$ cat src/rtl/rom_arbiter.sv
// rom_arbiter: round-robin burst-read arbiter in front of a single-port,
// 1-cycle-latency ROM. Each grant issues len+1 consecutive addresses and
// returns the data tagged with the owner, plus a done pulse on the last word.
module rom_arbiter #(
   parameter int DATA_WIDTH = 8,
   parameter int ADDR_WIDTH = 10,
   parameter int LEN_WIDTH  = 10
) (
   input  logic                  clk,
   input  logic                  rst,
   input  logic                  req0,
   input  logic                  req1,
   input  logic [ADDR_WIDTH-1:0] base0,
   input  logic [ADDR_WIDTH-1:0] base1,
   input  logic [LEN_WIDTH-1:0]  len0,
   input  logic [LEN_WIDTH-1:0]  len1,
   output logic                  gnt0,
   output logic                  gnt1,
   output logic                  done0,
   output logic                  done1,
   output logic [ADDR_WIDTH-1:0] rom_addr,
   input  logic [DATA_WIDTH-1:0] rom_q,
   output logic [DATA_WIDTH-1:0] dout,
   output logic                  dout_vld,
   output logic                  dout_id,
   output logic                  busy
);

   typedef enum logic [1:0] {
      IDLE  = 2'd0,
      ISSUE = 2'd1,
      DRAIN = 2'd2
   } state_t;

   localparam logic [ADDR_WIDTH-1:0] ADDR_ONE = ADDR_WIDTH'(1);
   localparam logic [LEN_WIDTH-1:0]  LEN_ONE  = LEN_WIDTH'(1);

   state_t                  state, state_n;
   logic [ADDR_WIDTH-1:0]   addr_reg, addr_n;
   logic [LEN_WIDTH-1:0]    cnt, cnt_n;
   logic                    owner, owner_n;
   logic                    last_id, last_n;
   logic [ADDR_WIDTH-1:0]   rom_addr_r, rom_addr_n;
   logic [1:0]              gnt_r, gnt_n;
   logic [1:0]              done_r, done_n;
   logic                    vld_r, vld_n;
   logic                    win;
   logic [ADDR_WIDTH-1:0]   sel_base;
   logic [LEN_WIDTH-1:0]    sel_len;

   // Next-state and next-register logic for arbitration and burst issue.
   always_comb begin
      // NOTE: every signal gets a default first so no path through the case can infer a latch.
      state_n    = state;
      addr_n     = addr_reg;
      cnt_n      = cnt;
      owner_n    = owner;
      last_n     = last_id;
      rom_addr_n = rom_addr_r;
      gnt_n      = 2'b00;
      done_n     = 2'b00;
      vld_n      = 1'b0;
      // On a tie the requester not served last wins; otherwise the lone requester wins.
      win        = (req0 && req1) ? ~last_id : req1;
      sel_base   = win ? base1 : base0;
      sel_len    = win ? len1 : len0;

      case (state)
         IDLE: begin
            if (req0 || req1) begin
               owner_n    = win;
               rom_addr_n = sel_base;
               addr_n     = sel_base + ADDR_ONE;
               cnt_n      = sel_len;
               gnt_n      = win ? 2'b10 : 2'b01;
               state_n    = ISSUE;
            end
         end
         ISSUE: begin
            // The word addressed in this cycle comes back from the ROM next cycle.
            vld_n = 1'b1;
            if (cnt == '0) begin
               done_n  = owner ? 2'b10 : 2'b01;
               state_n = DRAIN;
            end else begin
               rom_addr_n = addr_reg;
               addr_n     = addr_reg + ADDR_ONE;
               cnt_n      = cnt - LEN_ONE;
            end
         end
         DRAIN: begin
            last_n  = owner;
            state_n = IDLE;
         end
         default: state_n = IDLE;
      endcase
   end

   // State and datapath registers; synchronous reset aborts any burst silently.
   always_ff @(posedge clk) begin
      // NOTE: sequential state uses non-blocking assignments so every register samples pre-edge values.
      if (rst) begin
         state      <= IDLE;
         addr_reg   <= '0;
         cnt        <= '0;
         owner      <= 1'b0;
         last_id    <= 1'b1;
         rom_addr_r <= '0;
         gnt_r      <= 2'b00;
         done_r     <= 2'b00;
         vld_r      <= 1'b0;
      end else begin
         state      <= state_n;
         addr_reg   <= addr_n;
         cnt        <= cnt_n;
         owner      <= owner_n;
         last_id    <= last_n;
         rom_addr_r <= rom_addr_n;
         gnt_r      <= gnt_n;
         done_r     <= done_n;
         vld_r      <= vld_n;
      end
   end

   assign gnt0     = gnt_r[0];
   assign gnt1     = gnt_r[1];
   assign done0    = done_r[0];
   assign done1    = done_r[1];
   assign rom_addr = rom_addr_r;
   assign dout_vld = vld_r;
   assign dout     = vld_r ? rom_q : '0;
   assign dout_id  = owner;
   assign busy     = (state != IDLE);

endmodule

$ cat config.mk
export PLATFORM = sky130hd
export DESIGN_NAME = rom_arbiter
export DESIGN_NICKNAME = d
export VERILOG_FILES = /design/src/rtl/rom_arbiter.sv
export SDC_FILE = /design/constraint.sdc
export NUM_CORES = 1
export LEC_CHECK = 0
export BUFFER_PORTS_ARGS = -buffer_cell sky130_fd_sc_hd__buf_2
export CORE_ASPECT_RATIO = 2
export CORE_UTILIZATION = 30
export CTS_CLUSTER_SIZE = 30
export DETAILED_ROUTE_END_ITERATION = 16
export PLACE_DENSITY = 0.54
export SLEW_MARGIN = 15
export SYNTH_ARGS = -nofsm -noshare
export SYNTH_HDL_FRONTEND = slang
export SYNTH_SLANG_ARGS = --single-unit
$ cat constraint.sdc
create_clock -name clk -period 2.7 [get_ports clk]
set_clock_uncertainty 0.15 [all_clocks]
set_input_delay 0.135 -clock clk [delete_from_list [all_inputs] [get_ports clk]]
set_output_delay 0.135 -clock clk [all_outputs]
set_load 0.01 [all_outputs]
==> summary.md, run 1 <==
| Metric | Value |
|---|---|
| Status | finished clean |
| Die area | 7584 um2 |
| DR iter-0 viols | 95 |
| RR Startpoint | cnt[0] |
| Pin count of the biggest net entering global routing | 40 |
| Slew HR | 0.6855 |
| CP startpoint kind | register |
| DRC viols | 0 |
| Via density | between 5 and 6 |
| RSZ-0062 raised after global routing | false |
| Primary FF master, synth | dfxtp_1 |
| GPL Wtd Cong | 0.8604 |
| Final WL | ~6.6 mm |
| Worst Path Max Fanout | 17 |
| Type of the worst setup path | reg -> reg |
| Setup violators final | 0 |
| I/O Pins | 77 |
| All-layer global routing usage | 0.1883 |
| Worst-Margin Slew | between 0.4 and 0.5 ns |
| Hold Startpoint | len1[7] |
| Layout cell share with drive strength beyond 1 | 0.2930 |
| Hold Path Class | in -> reg |
| Fillers | approximately 750 |
| Fin Setup TNS | 0 ns |
| VDD IR max | between 0.0002 and 0.0003 V |
| Sw frac | 0.3681 |
| Fin. max-slew vios | 0 |
| CTS tree | done |
| Clock transition at path regs | around 0.06 ns |
| Syn nets | 348 |
| Total power | approximately 0.0022 W |
| Power per cell area | slightly below 800 nW/um2 |
| Antenna Cells | 0 |
| Fin util | 0.4071 |
| Internal Pwr Total | approximately 0.0014 W |
| Initial Utilization | 0.3121 |
| FF+latch count, synth | 39 |
| TritonCTS buffer count | 5 |
| Post-synthesis sequential area ratio | 0.3605 |
| Clock buffer depth | 2 |
| Asr flop ratio synth | 0 |
| H-tree depth | 2 |
| Port bufs | 76 |
| Final non-filler cell total | approximately 460 |
| Fin. Hold Viols | 0 |
| Global route overflow | 0 |
| Clock Tree Root | clkbuf_16 |
| Fmax | between 400 and 500 MHz |
| Final nets | approximately 420 |
| Cell count after synthesis | slightly below 300 |
| WP data required | 2.74 ns |
| Final period util | 0.8751 |
| Final worst path period need | 2.363 ns |
| FF-to-FF End | addr_reg[7] |
| First-pass GRT wire length | 10.42 mm |
| Clock power frac | 0.287 |
| CTS Sinks | 39 |
| Hold path cells | 5 |
| Post-Syn Area | 2166 um2 |
| CP Capture Type | register |
| Die width | about 62 um |
| FF-to-FF setup slack | between 0.3 and 0.4 ns |
| Wire per inst | roughly 14 um |
| Clk_lat worst skew | roughly 0.29 ns |
| Gate power share | 0.369 |
| Detailed Routing Iterations Pass 1 | 4 |
| Min-Delay Endpoint | cnt[7] |
| Mean Syn Cell Area | about 7.3 um2 |
| Number of antenna violations at the first check in global routing | 0 |
| Leakage | around 1.3 nW |
| Post-synth cell types | 50 |
| Vias | between 2000 and 2500 |
| Sw power | about 0.00082 W |
| Die height | around 120 um |
| Sequential share of power | 0.344 |
| Area growth syn-to-layout | 30.44% |
| Max Cap Viol | 0 |
| Rows | between 40 and 50 |
| Post-DP HPWL | 4.903 mm |
| Placed cell count | 453 |
| EDFF count, synth | 0 |
| ANT nets after route | 0 |
| Area of the core | around 6900 um2 |
| Yosys warning count | 0 |
| R2R depth | 8 |
| Vias in the first global route | 2239 |
| WP data arrival | approximately 2.4 ns |
worst max-delay path: stages (launching register included):
cell	delay, ns
dfxtp_1	0.33
inv_1	0.06
ha_1	0.18
nor2b_1	0.27
nand4b_1	0.22
a21o_2	0.38
buf_4	0.21
o211a_1	0.13
a2111oi_2	0.31
logic make-up after synthesis:
group	synth area share
buffers and inverters	0.04390
AND/OR/NAND/NOR	0.3258
XOR/XNOR	0.02022
flip-flops	0.3605
adder cells (fa/ha/maj)	0.005776
multiplexers	0.01849
AO/OA/AOI/OAI	0.2253
layer usage:
metal	track usage	routed length [um]	part of all wire
met2	0.3331	3494	0.53
met5	0	0	0
met1	0.1936	2534	0.39
met4	0.1194	318	0.048
met3	0.02654	213	0.032
worst max-delay path by stage:
stage | start | end | depth (start not counted)
after floorplan | last_id | addr_reg[9] | 7
after global placement | cnt[0] | addr_reg[7] | 8
after detailed placement | cnt[0] | addr_reg[7] | 8
after CTS | cnt[0] | addr_reg[7] | 8
after global routing | cnt[0] | addr_reg[7] | 8
final | cnt[0] | addr_reg[7] | 8
per-stage QoR:
step	area, um2	setup slack (ns)	hold slack (ns)
2_1_floorplan	2166	0.6552	0.07278
3_3_place_gp	2654	0.3476	0.2373
3_5_place_dp	2654	0.2584	0.2416
4_1_cts	2824	0.2316	0.09659
5_1_grt	2825	0.05004	0.1445
6_report	2825	0.3373	0.09674
timing repair:
| action | in CTS | in global routing |
|---|---|---|
| hold endpoints to repair | 1 | 0 |
| hold buffers | 1 | 0 |
| gates resized for setup | 0 | 1 |
| buffers inserted | 0 | 0 |
| setup endpoints to repair | 0 | 1 |
area by class of cell:
type | count | area (um2) | area share
Clock buffer | 7 | 152.6 | 0.05403
Clock inverter | 1 | 7.507 | 0.002657
Inverter | 2 | 7.507 | 0.002657
Multi-Input combinational cell | 235 | 1291 | 0.4570
Sequential cell | 39 | 780.7 | 0.2764
Tap cell | 90 | 112.6 | 0.03986
Timing Repair Buffer | 88 | 473.0 | 0.1674
synth_stat cells (all sizes together), types with 2 or more instances:
cell	instances	share of area
dfxtp	39	0.36
nor2	38	0.066
a31o	3	0.012
xnor2	2	0.0081
clkbuf	14	0.024
nand3	16	0.037
a221oi	2	0.0081
nor2b	3	0.0087
or2	2	0.0058
nor4	3	0.0087
a31oi	3	0.0087
nand4	3	0.012
a211oi	8	0.028
mux2i	4	0.018
and3	2	0.0058
nand2	54	0.094
buf	5	0.016
nand2b	2	0.0069
a21oi	32	0.083
a22oi	2	0.0069
o22ai	2	0.0058
inv	2	0.0035
and2	12	0.035
nor3	10	0.023
o211a	2	0.0092
o21ai	12	0.028
xor2	3	0.012
cells in the final DEF (no fill, tap or decap), types with 2 or more instances in the layout:
| cell type | n |
|---|---|
| a211oi_1 | 8 |
| a21oi_1 | 29 |
| a21oi_2 | 2 |
| a221oi_1 | 2 |
| a22oi_1 | 2 |
| a31o_1 | 2 |
| a31oi_1 | 3 |
| and2_1 | 12 |
| and3_1 | 2 |
| buf_2 | 76 |
| buf_4 | 11 |
| clkbuf_16 | 5 |
| clkbuf_8 | 2 |
| dfxtp_1 | 39 |
| inv_1 | 2 |
| mux2i_1 | 4 |
| nand2_1 | 54 |
| nand3_1 | 16 |
| nand4_1 | 2 |
| nor2_1 | 38 |
| nor2b_1 | 3 |
| nor3_1 | 10 |
| nor4_1 | 3 |
| o211a_1 | 2 |
| o21ai_0 | 12 |
| o22ai_1 | 2 |
| or2_2 | 2 |
| xnor2_1 | 2 |
| xor2_1 | 3 |
power groups by stage:
stage,sequential [W],combinational (W),clock [W]
final,0.000768,0.000825,0.000640
after global routing,0.000783,0.000932,0.000669
after CTS,0.000768,0.000828,0.000656
after detailed placement,0.000781,0.000822,0
after global placement,0.000777,0.000818,0
after floorplan,0.000772,0.000562,0
Power figures use the tool's default switching activity.
==> run 2, diff against run 1 <==
--- a/config.mk
+++ b/config.mk
@@ -8,6 +8,7 @@
 export BUFFER_PORTS_ARGS = -buffer_cell sky130_fd_sc_hd__buf_2
 export CORE_ASPECT_RATIO = 2
 export CORE_UTILIZATION = 30
+export CTS_CLUSTER_DIAMETER = 120
 export CTS_CLUSTER_SIZE = 30
 export DETAILED_ROUTE_END_ITERATION = 16
 export PLACE_DENSITY = 0.54
==> constraint.sdc (replaced) <==
create_clock -name clk -period 2.7 [get_ports clk]
set_clock_uncertainty 0.15 [all_clocks]
set_input_delay 0.54 -clock clk [delete_from_list [all_inputs] [get_ports clk]]
set_output_delay 0.54 -clock clk [all_outputs]
set_load 0.01 [all_outputs]
==> summary.md, run 2 (synthesis results as in run 1) <==
| Metric | Value |
|---|---|
| Area after DPL | 2706 um2 (+2.0%) |
| Power per cell area | 772.4 nW/um2 (-2.3%) |
| Sw frac | 0.3720 (+0.003906) |
| Wire per inst | 13.89 um (-2.2%) |
| Sw power | 0.0008193 W (-0.30%) |
| Via density | 4.955 (-1.9%) |
| Fin util | 0.4109 (+0.003786) |
| Port bufs | 76 (unchanged) |
| Vias | 2319 (-0.60%) |
| Slew HR | 0.6545 (-0.03095) |
| Die height | 122.2 um (unchanged) |
| Initial Utilization | 0.3121 (unchanged) |
| Met1 wire length | 2.511 mm (-0.91%) |
| All-layer global routing usage | 0.1824 (-0.005928) |
| VDD IR max | 0.0002789 V (+2.9%) |
| Rows | 43 (unchanged) |
| Clock buffer depth | 2 (unchanged) |
| ANT nets after route | 0 (unchanged) |
| Fillers | 750 (+0.13%) |
| Internal Pwr Total | 0.001383 W (-2.0%) |
| Global route overflow | 0 (unchanged) |
| Final Cell Area | 2851 um2 (+0.93%) |
| CTS tree | done |
| Highest-count cells in the layout ignoring fill and taps | buf_2 (76), nand2_1 (54), dfxtp_1 (39) |
| Worst-Margin Slew | 0.5182 ns (+0.05074 ns) |
| Setup violators final | 0 (unchanged) |
| RSZ-0062 raised after global routing | false |
| Fin. max-slew vios | 0 (unchanged) |
| Fin. Hold Viols | 0 (unchanged) |
| Clock power frac | 0.264 (-0.023) |
| Clk_lat worst skew | 0.28 ns (about the same) |
| Vias in the first global route | 2225 (-0.63%) |
| First-pass GRT wire length | 10.15 mm (-2.6%) |
| Final WL | 6.499 mm (-0.96%) |
| Final worst path period need | 2.259 ns (-0.1039 ns) |
| Area growth syn-to-layout | 31.66% |
| Type of the worst setup path | reg -> reg |
| Max Cap Viol | 0 (unchanged) |
| Antenna Cells | 0 (unchanged) |
| Status | finished clean |
| CTS Sinks | 39 (unchanged) |
| Slowest-stage cell, CP | a21o_1 |
| GPL Wtd Cong | 0.8317 (-3.3%) |
| DR iter-0 viols | 103 (+8.4%) |
| Hold Path Class | reg -> reg |
| Clock transition at path regs | 0.06 ns (about the same) |
| Final nets | 430 (+1.4%) |
| Gate power share | 0.388 (+0.019) |
| # resized after CTS | 0 (unchanged) |
| Metal2 WL | 3.575 mm (+2.3%) |
| Pin count of the biggest net entering global routing | 26 (-35%) |
| Critical-path cell list | inv_1 -> ha_1 -> nor2b_1 -> nand4b_1 -> a21o_1 -> buf_4 -> a21oi_1 -> a211oi_1 |
| Met3 routed WL | 196 um (-8.0%) |
| Post-CTS setup buffers | 0 (unchanged) |
| H-tree depth | 2 (unchanged) |
| WP data arrival | 2.31 ns (-0.09 ns) |
| Leakage | 1.307 nW (+1.5%) |
| CP peak stage delay | 0.45 ns (+0.07 ns) |
| CP startpoint kind | register |
| Die area | 7584 um2 (unchanged) |
| CP Capture Type | register |
| Hold-fix buffers, CTS | 0 (-1) |
| Area of the core | 6940 um2 (unchanged) |
| DRC viols | 0 (unchanged) |
| Fmax | 442.7 MHz (+4.6%) |
| I/O Pins | 77 (unchanged) |
| Worst Path Max Fanout | 15 (-2) |
| Final period util | 0.8366 (-0.03849) |
| Number of antenna violations at the first check in global routing | 0 (unchanged) |
| Sequential share of power | 0.348 (+0.004) |
| Die width | 62.08 um (unchanged) |
| Fin Setup TNS | 0 ns (unchanged) |
| Post-DP HPWL | 5.033 mm (+2.6%) |
| Clock Tree Root | clkbuf_16 |
| Detailed Routing Iterations Pass 1 | 4 (unchanged) |
| TritonCTS buffer count | 5 (unchanged) |
| Layout cell share with drive strength beyond 1 | 0.3042 (+0.01122) |
| DR top layer | met4 |
| WP data required | 2.75 ns (about the same) |
| Commonest non-fill, non-tap cell in the layout | buf_2 |
-- run 2: metal layers --
| metal | global-route usage | up-vias |
|---|---|---|
| li1 | - | 1195 |
| met2 | 0.3338 | 51 |
| met3 | 0.02442 | 14 |
| met5 | 0 | - |
| met1 | 0.1827 | 1059 |
| met4 | 0.1042 | 0 |
-- run 2: stage by stage --
step | hold WS (ns) | power [W] | setup WS (ns) | instances
floorplan | 0.2950 | 0.001334 | 0.4269 | 295
global placement | 0.2915 | 0.001626 | 0.2114 | 460
detailed placement | 0.2952 | 0.001637 | 0.1710 | 460
CTS | 0.3037 | 0.002223 | 0.4267 | 468
global route | 0.3280 | 0.002360 | 0.2392 | 468
finish | 0.2989 | 0.002202 | 0.4412 | 468
-- run 2: path summary, 6_finish.rpt --
check	endpoint	depth (start not counted)	slack, ns	startpoint
worst max register to register	cnt[7]	8	0.44	cnt[0]
worst min register to register	rom_addr[5]	2	0.30	rom_addr[5]
worst max-delay path	cnt[7]	8	0.44	cnt[0]
worst min-delay path	rom_addr[5]	2	0.30	rom_addr[5]
-- run 2: worst max-delay path: cells and delay by family (launching register included) --
| kind | cells | cell delay (ns) |
|---|---|---|
| buf+inv | 2 | 0.35 |
| flops | 1 | 0.38 |
| fa+ha+maj | 1 | 0.22 |
| compound gates | 3 | 0.73 |
| simple gates | 2 | 0.35 |
-- run 2: area by class of cell --
class                   instances  area, um2  area share
inverters                       2      7.507    0.002633
multi-input cells             235       1290      0.4524
well taps                      90      112.6     0.03949
clock buffers                   5      125.1     0.04388
clock inverters                 3      20.02    0.007021
flip-flops and latches         39      780.7      0.2738
repair buffers                 94      515.5      0.1808
-- run 2: power by group through the flow --
stage,combinational (W),clock (W),sequential (W)
after floorplan,0.000562,0,0.000772
after global placement,0.000850,0,0.000776
after detailed placement,0.000856,0,0.000781
after CTS,0.000860,0.000594,0.000769
after global routing,0.000957,0.000620,0.000783
final,0.000854,0.000581,0.000767
